<file path="config.mk">
export PLATFORM = sky130hd
export DESIGN_NAME = dcache_refill_ctrl
export DESIGN_NICKNAME = d
export VERILOG_FILES = /design/src/rtl/dcache_pkg.sv /design/src/rtl/dcache_refill_ctrl.sv
export SDC_FILE = /design/constraint.sdc
export NUM_CORES = 1
export LEC_CHECK = 0
export ABC_AREA = 0
export CORE_ASPECT_RATIO = 1.75
export CORE_MARGIN = 2
export CORE_UTILIZATION = 44
export CTS_BUF_LIST = sky130_fd_sc_hd__clkbuf_4 sky130_fd_sc_hd__clkbuf_8
export CTS_CLUSTER_SIZE = 40
export DETAILED_ROUTE_END_ITERATION = 8
export PLACE_DENSITY = 0.91
export SLEW_MARGIN = 20
export SYNTH_ARGS = -nofsm -noshare
export SYNTH_HDL_FRONTEND = slang
export SYNTH_SLANG_ARGS = --single-unit
</file>
<file path="constraint.sdc">
create_clock -name clk -period 2.95 [get_ports clk]
set_clock_uncertainty 0.2 [all_clocks]
set_input_delay 0.59 -clock clk [delete_from_list [all_inputs] [get_ports clk]]
set_output_delay 0.59 -clock clk [all_outputs]
set_load 0.03 [all_outputs]
</file>
<file path="src/rtl/dcache_pkg.sv">
// Shared types and helpers for the data-cache refill controller.
// Shared by the default build and the DCACHE_CRITICAL_WORD_FIRST_EN build.
package dcache_pkg;

  typedef enum logic [2:0] {
    IDLE,
    WRITE,
    REQ,
    WAIT,
    DONE
  } state_e;

  localparam int LINE_WORDS_DEFAULT = 4;
  localparam int OFFSET_W           = $clog2(LINE_WORDS_DEFAULT);
  localparam int BYTE_OFF           = 2;

  // Clears the word-offset and byte-offset bits of an address.
  function automatic logic [63:0] line_base(input logic [63:0] addr, input int off_w);
    logic [63:0] mask;
    mask = (64'd1 << (off_w + BYTE_OFF)) - 64'd1;
    return addr & ~mask;
  endfunction

endpackage

</file>
<file path="src/rtl/dcache_refill_ctrl.sv">
// Data-cache miss/refill controller with write-through store serialisation.
// DCACHE_CRITICAL_WORD_FIRST_EN: refill starts at the missing word and adds crit_ready.
module dcache_refill_ctrl
  import dcache_pkg::*;
#(
  parameter int ADDR_W     = 32,
  parameter int DATA_W     = 32,
  parameter int LINE_WORDS = LINE_WORDS_DEFAULT
) (
  input  logic              clk,
  input  logic              rst_n,
  input  logic              miss_valid,
  input  logic [ADDR_W-1:0] miss_addr,
  input  logic              wr_req,
  input  logic [ADDR_W-1:0] wr_addr,
  input  logic [DATA_W-1:0] wr_data,
  output logic              stall,
  output logic              mem_req_valid,
  input  logic              mem_req_ready,
  output logic              mem_req_we,
  output logic [ADDR_W-1:0] mem_req_addr,
  output logic [DATA_W-1:0] mem_req_wdata,
  input  logic              mem_rsp_valid,
  input  logic [DATA_W-1:0] mem_rsp_data,
  output logic              fill_we,
  output logic [ADDR_W-1:0] fill_addr,
  output logic [DATA_W-1:0] fill_data,
  output logic              fill_done,
  output logic [ADDR_W-1:0] fill_line_addr
`ifdef DCACHE_CRITICAL_WORD_FIRST_EN
  ,
  output logic              crit_ready
`endif
);

  localparam int               OFF_W     = $clog2(LINE_WORDS);
  localparam logic [OFF_W-1:0] LAST_BEAT = OFF_W'(LINE_WORDS - 1);

  state_e            state_q;
  logic [OFF_W-1:0]  beat_q;
  logic [ADDR_W-1:0] base_q;
  logic              mem_req_valid_q;
  logic              mem_req_we_q;
  logic [ADDR_W-1:0] mem_req_addr_q;
  logic [DATA_W-1:0] mem_req_wdata_q;
  logic              fill_done_q;
  logic [ADDR_W-1:0] fill_line_addr_q;

  logic [OFF_W-1:0]  start_off;
  logic [OFF_W-1:0]  miss_off;
  logic [OFF_W-1:0]  next_off;
  logic [ADDR_W-1:0] miss_base;

`ifdef DCACHE_CRITICAL_WORD_FIRST_EN
  logic [OFF_W-1:0] start_off_q;
  assign start_off = start_off_q;
  assign miss_off  = miss_addr[OFF_W+BYTE_OFF-1:BYTE_OFF];
`else
  assign start_off = '0;
  assign miss_off  = '0;
`endif

  // Offset sum wraps inside the line so the tag bits never change.
  assign next_off  = start_off + beat_q + OFF_W'(1);
  assign miss_base = ADDR_W'(line_base(64'(miss_addr), OFF_W));

  function automatic logic [ADDR_W-1:0] word_addr(input logic [ADDR_W-1:0] base,
                                                  input logic [OFF_W-1:0]  off);
    return base | (ADDR_W'(off) << BYTE_OFF);
  endfunction

  always_ff @(posedge clk or negedge rst_n) begin
    if (!rst_n) begin
      state_q          <= IDLE;
      beat_q           <= '0;
      base_q           <= '0;
      mem_req_valid_q  <= 1'b0;
      mem_req_we_q     <= 1'b0;
      mem_req_addr_q   <= '0;
      mem_req_wdata_q  <= '0;
      fill_done_q      <= 1'b0;
      fill_line_addr_q <= '0;
`ifdef DCACHE_CRITICAL_WORD_FIRST_EN
      start_off_q      <= '0;
`endif
    end else begin
      fill_done_q      <= 1'b0;
      fill_line_addr_q <= '0;
      case (state_q)
        IDLE: begin
          if (wr_req) begin
            state_q         <= WRITE;
            mem_req_valid_q <= 1'b1;
            mem_req_we_q    <= 1'b1;
            mem_req_addr_q  <= wr_addr & ~ADDR_W'(3);
            mem_req_wdata_q <= wr_data;
          end else if (miss_valid) begin
            state_q         <= REQ;
            base_q          <= miss_base;
            beat_q          <= '0;
            mem_req_valid_q <= 1'b1;
            mem_req_we_q    <= 1'b0;
            mem_req_addr_q  <= word_addr(miss_base, miss_off);
            mem_req_wdata_q <= '0;
`ifdef DCACHE_CRITICAL_WORD_FIRST_EN
            start_off_q     <= miss_off;
`endif
          end
        end
        WRITE: begin
          if (mem_req_ready) begin
            state_q         <= IDLE;
            mem_req_valid_q <= 1'b0;
            mem_req_we_q    <= 1'b0;
          end
        end
        REQ: begin
          if (mem_req_ready) begin
            state_q         <= WAIT;
            mem_req_valid_q <= 1'b0;
          end
        end
        WAIT: begin
          if (mem_rsp_valid) begin
            if (beat_q == LAST_BEAT) begin
              state_q          <= DONE;
              fill_done_q      <= 1'b1;
              fill_line_addr_q <= base_q;
            end else begin
              state_q         <= REQ;
              beat_q          <= beat_q + OFF_W'(1);
              mem_req_valid_q <= 1'b1;
              mem_req_addr_q  <= word_addr(base_q, next_off);
            end
          end
        end
        DONE: state_q <= IDLE;
        default: state_q <= IDLE;
      endcase
    end
  end

  // A held-off store or miss must freeze the CPU even before it is accepted.
  assign stall          = (state_q == IDLE) ? (wr_req | miss_valid) : 1'b1;
  assign mem_req_valid  = mem_req_valid_q;
  assign mem_req_we     = mem_req_we_q;
  assign mem_req_addr   = mem_req_addr_q;
  assign mem_req_wdata  = mem_req_wdata_q;
  assign fill_we        = (state_q == WAIT) && mem_rsp_valid;
  assign fill_addr      = fill_we ? mem_req_addr_q : '0;
  assign fill_data      = fill_we ? mem_rsp_data : '0;
  assign fill_done      = fill_done_q;
  assign fill_line_addr = fill_line_addr_q;

`ifdef DCACHE_CRITICAL_WORD_FIRST_EN
  assign crit_ready = fill_we && (beat_q == '0);
`endif

endmodule

</file>
# Word-level counts from Yosys, hierarchy flattened
# Cells that the tools add are included.
# op_classes
muxes	37
eq_ne	12
add_sub_neg	1
bitwise	3
reduce_logical	14
# op_table
cell	n
$mux 32	11
$pmux 32 s2	1
$or 32x4->32	1
$mux 3	6
$ne 2x2->1 const B	6
$pmux 3 s4	1
$mux 1	11
$reduce_and 5->1	2
$mux 2	4
$reduce_and 4->1	2
$eq 3x2->1 const B	2
$reduce_and 3->1	2
$reduce_bool 2->1	3
$pmux 2 s2	1
$eq 3x1->1 const B	1
$logic_not 3->1	1
$ne 3x3->1 const B	1
$pmux 1 s3	1
$reduce_bool 3->1	1
$add 2x1->2 const B	1
$eq 2x2->1 const B	1
$ne 2x1->1 const B	1
$pmux 1 s2	1
$reduce_and 2->1	1
4 further kinds	4
# totals
elab_cells	76
register_bits	132

# Depth between registers and ports, before layout
# logic_depth
depth_word	5
depth_mapped	7
depth_no_buf	5

# Worst setup path before layout
# Ideal clock, no wire load.
# synth_timing
path_type	input -> output
startpoint	in wr_req
endpoint	out stall
t_arrival_ns	1.585
slack_ns	0.575
cell_stages	3
required_ns	2.160
n_path_buf	1
path_cell_list	clkbuf_1 > or4_1 > nand2b_1
# synth_via
elab_chain_len	2
# synth_lines
item	line_no	text
start: declaration	dcache_refill_ctrl.sv:14	input logic wr_req,
$or 1x1->1	dcache_refill_ctrl.sv:144	assign stall = (state_q == IDLE) ? (wr_req | miss_valid) : 1'b1;
$mux 1	dcache_refill_ctrl.sv:144	
end: declaration	dcache_refill_ctrl.sv:17	output logic stall,
# Every way passes these cells.

# Final worst setup path
# layout_timing
startpoint	reg state_q[0]
endpoint	out stall
# layout_via
elab_chain_len	2
# layout_lines
item	line_no	text
start: declaration	dcache_refill_ctrl.sv:39	state_e state_q;
start signal: assignment	dcache_refill_ctrl.sv:74	state_q <= IDLE;
start signal: assignment	dcache_refill_ctrl.sv:92	state_q <= WRITE;
start signal: assignment	dcache_refill_ctrl.sv:98	state_q <= REQ;
$logic_not 3->1	dcache_refill_ctrl.sv:144	
$mux 1	dcache_refill_ctrl.sv:144	
# Every way passes these cells.

==> results.yml <==
placement:
  dp_hpwl_um: 13020
  gp_congestion: 0.8385
  place_ws_ns: -0.02662
  io_buffers: 284
layout:
  area_growth_pct: 56.71
  finalNetCount: 933
  drive_gt1_share_pct: 18.25
  nFillCells: 944
global_route:
  grt_use_met1_pct: 29.11
  grt_use_total_pct: 24.77
  grt_max_degree: 61
  grt_util_met3_pct: 7.150
  met2_usage_pct: 43.39
  grt_pass1_wl_um: 27700
  antenna_found_initial: 1
  top_usage_layer: "met2"
  gr-total-overflow: 0
  grt_pass1_vias: 5234
worst_setup_path:
  worstSetupStartpointType: "flop"
  arrival_ns: 1.97
  cp-end-kind: "primary output"
  path_cells: "or4_1, nand2b_1, dlygate4sd2_1"
  path_max_fanout: 12
  cp_slowest_cell: "or4_1"
  cpPeakStageDelay_ns: 0.56
  critPathRequiredTime_ns: 2.16
  worst-path-buf-inv: 1
  path_class: "reg -> out"
  crit_family: "simple AND/OR/NAND/NOR gates"
die:
  die_y_um: 155.9
  rows: 55
  die_area_um2: 14160
  num_io_pins: 299
  start_util_pct: 44.85
  core_um2: 12940
  die_w_um: 90.81
synth:
  synthArstFlopShare_pct: 100.0
  syn_avg_cell_area_um2: 11.07
  syn_inst: 524
  syn_area_um2: 5803
  ys_seq_area_share_pct: 54.33
  synth.distinct_cells: 35
  synth_ff_type: "dfrtp_1"
  ys_top_cells_by_area: "dfrtp_1 54%, and3_1 7.1%, mux2_4 7.0%"
  synth_edf_count: 0
  ys_seq_elements: 126
  synth.top_cell.area_share_pct: 54.33
  yosysWarnings: 0
  synth_area_leader_cell: "dfrtp_1"
routing:
  drt_wl_total_um: 17760
  first_iter_violations: 182
  route.detailed.drc: 0
  vias: 5150
  vias_per_cell: 5.239
  wl_per_cell_um: 18.07
  firstDrtPassIters: 5
  detail-route-antenna-nets: 0
job:
  max_cap_viol_count: 0
timing:
  finalCritPeriodShare_pct: 93.46
  fin_crit_ns: 2.757
  slew_headroom_pct: 59.98
  hold_viol: 0
  tightest_slew_ns: 0.6004
  finalSetupViolCount: 0
  max_freq_mhz: 362.7
  setup_ws_ns: 0.1929
  rsz0062_at_grt: "no"
  slew_violations: 0
status:
  status: "finished, final reports clean"
pwr:
  p_sw_share_pct: 42.67
  power.share.sequential_pct: 31.6
  internal-power_mw: 5.180
  p_leak_nw: 4.458
  switchingPower_mw: 3.855
  power_frac_comb_pct: 51.8
  peakVddDrop_mv: 0.5659
  power_mw: 9.034
  powerDensity_nw_per_um2: 993.5
  pwr-share-clk_pct: 16.6
clock_tree:
  cts-root-buf: "clkbuf_8"
  clkTransAtPathRegs_ns: 0.07
  clk_latency_ns: 0.41
  cts_buffer_depth: 2
  cts_tree: "done"
  cts.sinks: 126
  cts_buffers: 17
  h-tree-depth: 4
hold_path:
  worst_hold_path_type: "reg -> reg"
==> timing repair <==
item | in CTS | in global routing
endpoints found under the hold margin | 31 | 0
setup endpoints to repair | 1 | 51
pin swaps | 0 | 1
buffers inserted | 0 | 1
hold buffers | 1 | 0
resized for setup | 1 | 0
==> layout make-up <==
type,instances,area [µm²],area share (%)
Sequential cell,126,3153,34.67
Clock inverter,14,158.9,1.747
Inverter,1,3.754,0.04128
Tap cell,171,214.0,2.353
Timing Repair Buffer,302,2922,32.13
Antenna cell,1,2.502,0.02752
Multi-Input combinational cell,350,2399,26.38
Clock buffer,18,241.5,2.655
==> kinds of logic (layout without fill, tap and decap cells) <==
group / after synthesis / in the layout / synth area share [%]
other cells: 1 / 9 / 0.06462
simple gates: 179 / 179 / 16.58
mux: 56 / 56 / 12.01
flops: 126 / 126 / 54.33
compound gates: 106 / 106 / 11.62
fa+ha+maj: 1 / 1 / 0.2156
buf+inv: 55 / 335 / 5.175
==> flip-flops by register name, indices dropped and copies added (netlist names) <==
register        cells
fill_done           1
base_q             28
mem_req_addr       30
mem_req_we          1
mem_req_valid       1
fill_line_addr     28
beat_q              2
state_q             3
mem_req_wdata      32
==> stage by stage <==
stage,hold slack [ns],std cells,setup TNS [ns],instance area [µm²],utilization [%]
finish,0.3060,983,0,9094,70.29
global route,0.3243,982,0,9091,70.27
detailed placement,0.2898,948,-0.02662,8675,67.05
CTS,0.3110,981,0,9084,70.21
global placement,0.2836,948,-0.02909,8675,67.05
floorplan,0.09441,531,0,5829,-
==> cells in the mapped netlist, types with 2 or more instances <==
cell type	count
clkbuf_1	34
o21ai_0	62
mux2i_1	28
a21oi_1	3
nor2b_1	3
and3_1	66
a31oi_1	3
and2_1	29
o211ai_1	2
buf_4	8
nand2_1	61
buf_6	3
nand2b_1	3
nand3b_1	3
nand3_1	2
buf_2	7
buf_12	2
nor2_1	6
mux2_4	27
a22o_1	32
dfrtp_1	126
==> worst reg2reg max path, delay by kind of cell (launching register included) <==
kind                   cells  cell delay (ns)
muxes                      1             0.32
DFF                        1             0.50
buffers and inverters      1             0.27
and+or+nand+nor            2             0.95
==> power groups by stage <==
stage               clock, mW  combinational (mW)  sequential [mW]
floorplan                   0                2.10             3.52
global placement            0                4.51             2.82
detailed placement          0                4.67             2.88
CTS                      1.55                4.68             2.85
global route             1.62                4.98             2.94
finish                   1.50                4.68             2.86
==> worst paths after layout <==
kind	endpoint	cells past startpoint	slack (ns)	from
hold / removal	mem_req_wdata[16]	1	0.31	mem_req_wdata[16]
min in group asynchronous	mem_req_wdata[7]	2	0.46	rst_n
hold reg to reg	mem_req_wdata[16]	1	0.31	mem_req_wdata[16]
max in group asynchronous	base_q[10]	3	1.39	rst_n
setup / recovery	stall	3	0.19	state_q[0]
setup reg to reg	base_q[29]	4	0.60	state_q[0]
==> cell usage in the layout, fill, tap and decap left out, drive strengths merged, types with 2 or more instances in the layout <==
cell type and count:
nand2 61, nand3b 3, bufinv 2, and3 66, conb 8, a31oi 3, clkbuf 18, and2 29
a22o 32, nand3 2, nor2 6, o21ai 63, a21oi 3, clkinv 6, mux2i 28, buf 83
inv 6, clkdlybuf4s50 217, mux2 28, nor2b 3, nand2b 3, dfrtp 126, o211ai 2
==> routing by layer <==
metal	vias to the layer above	routed length (µm)
li1	2368	-
met1	2532	6868
met2	226	9295
met3	24	1282
met4	0	314
met5	-	0
Note: power is estimated with default switching activity, not from simulation.
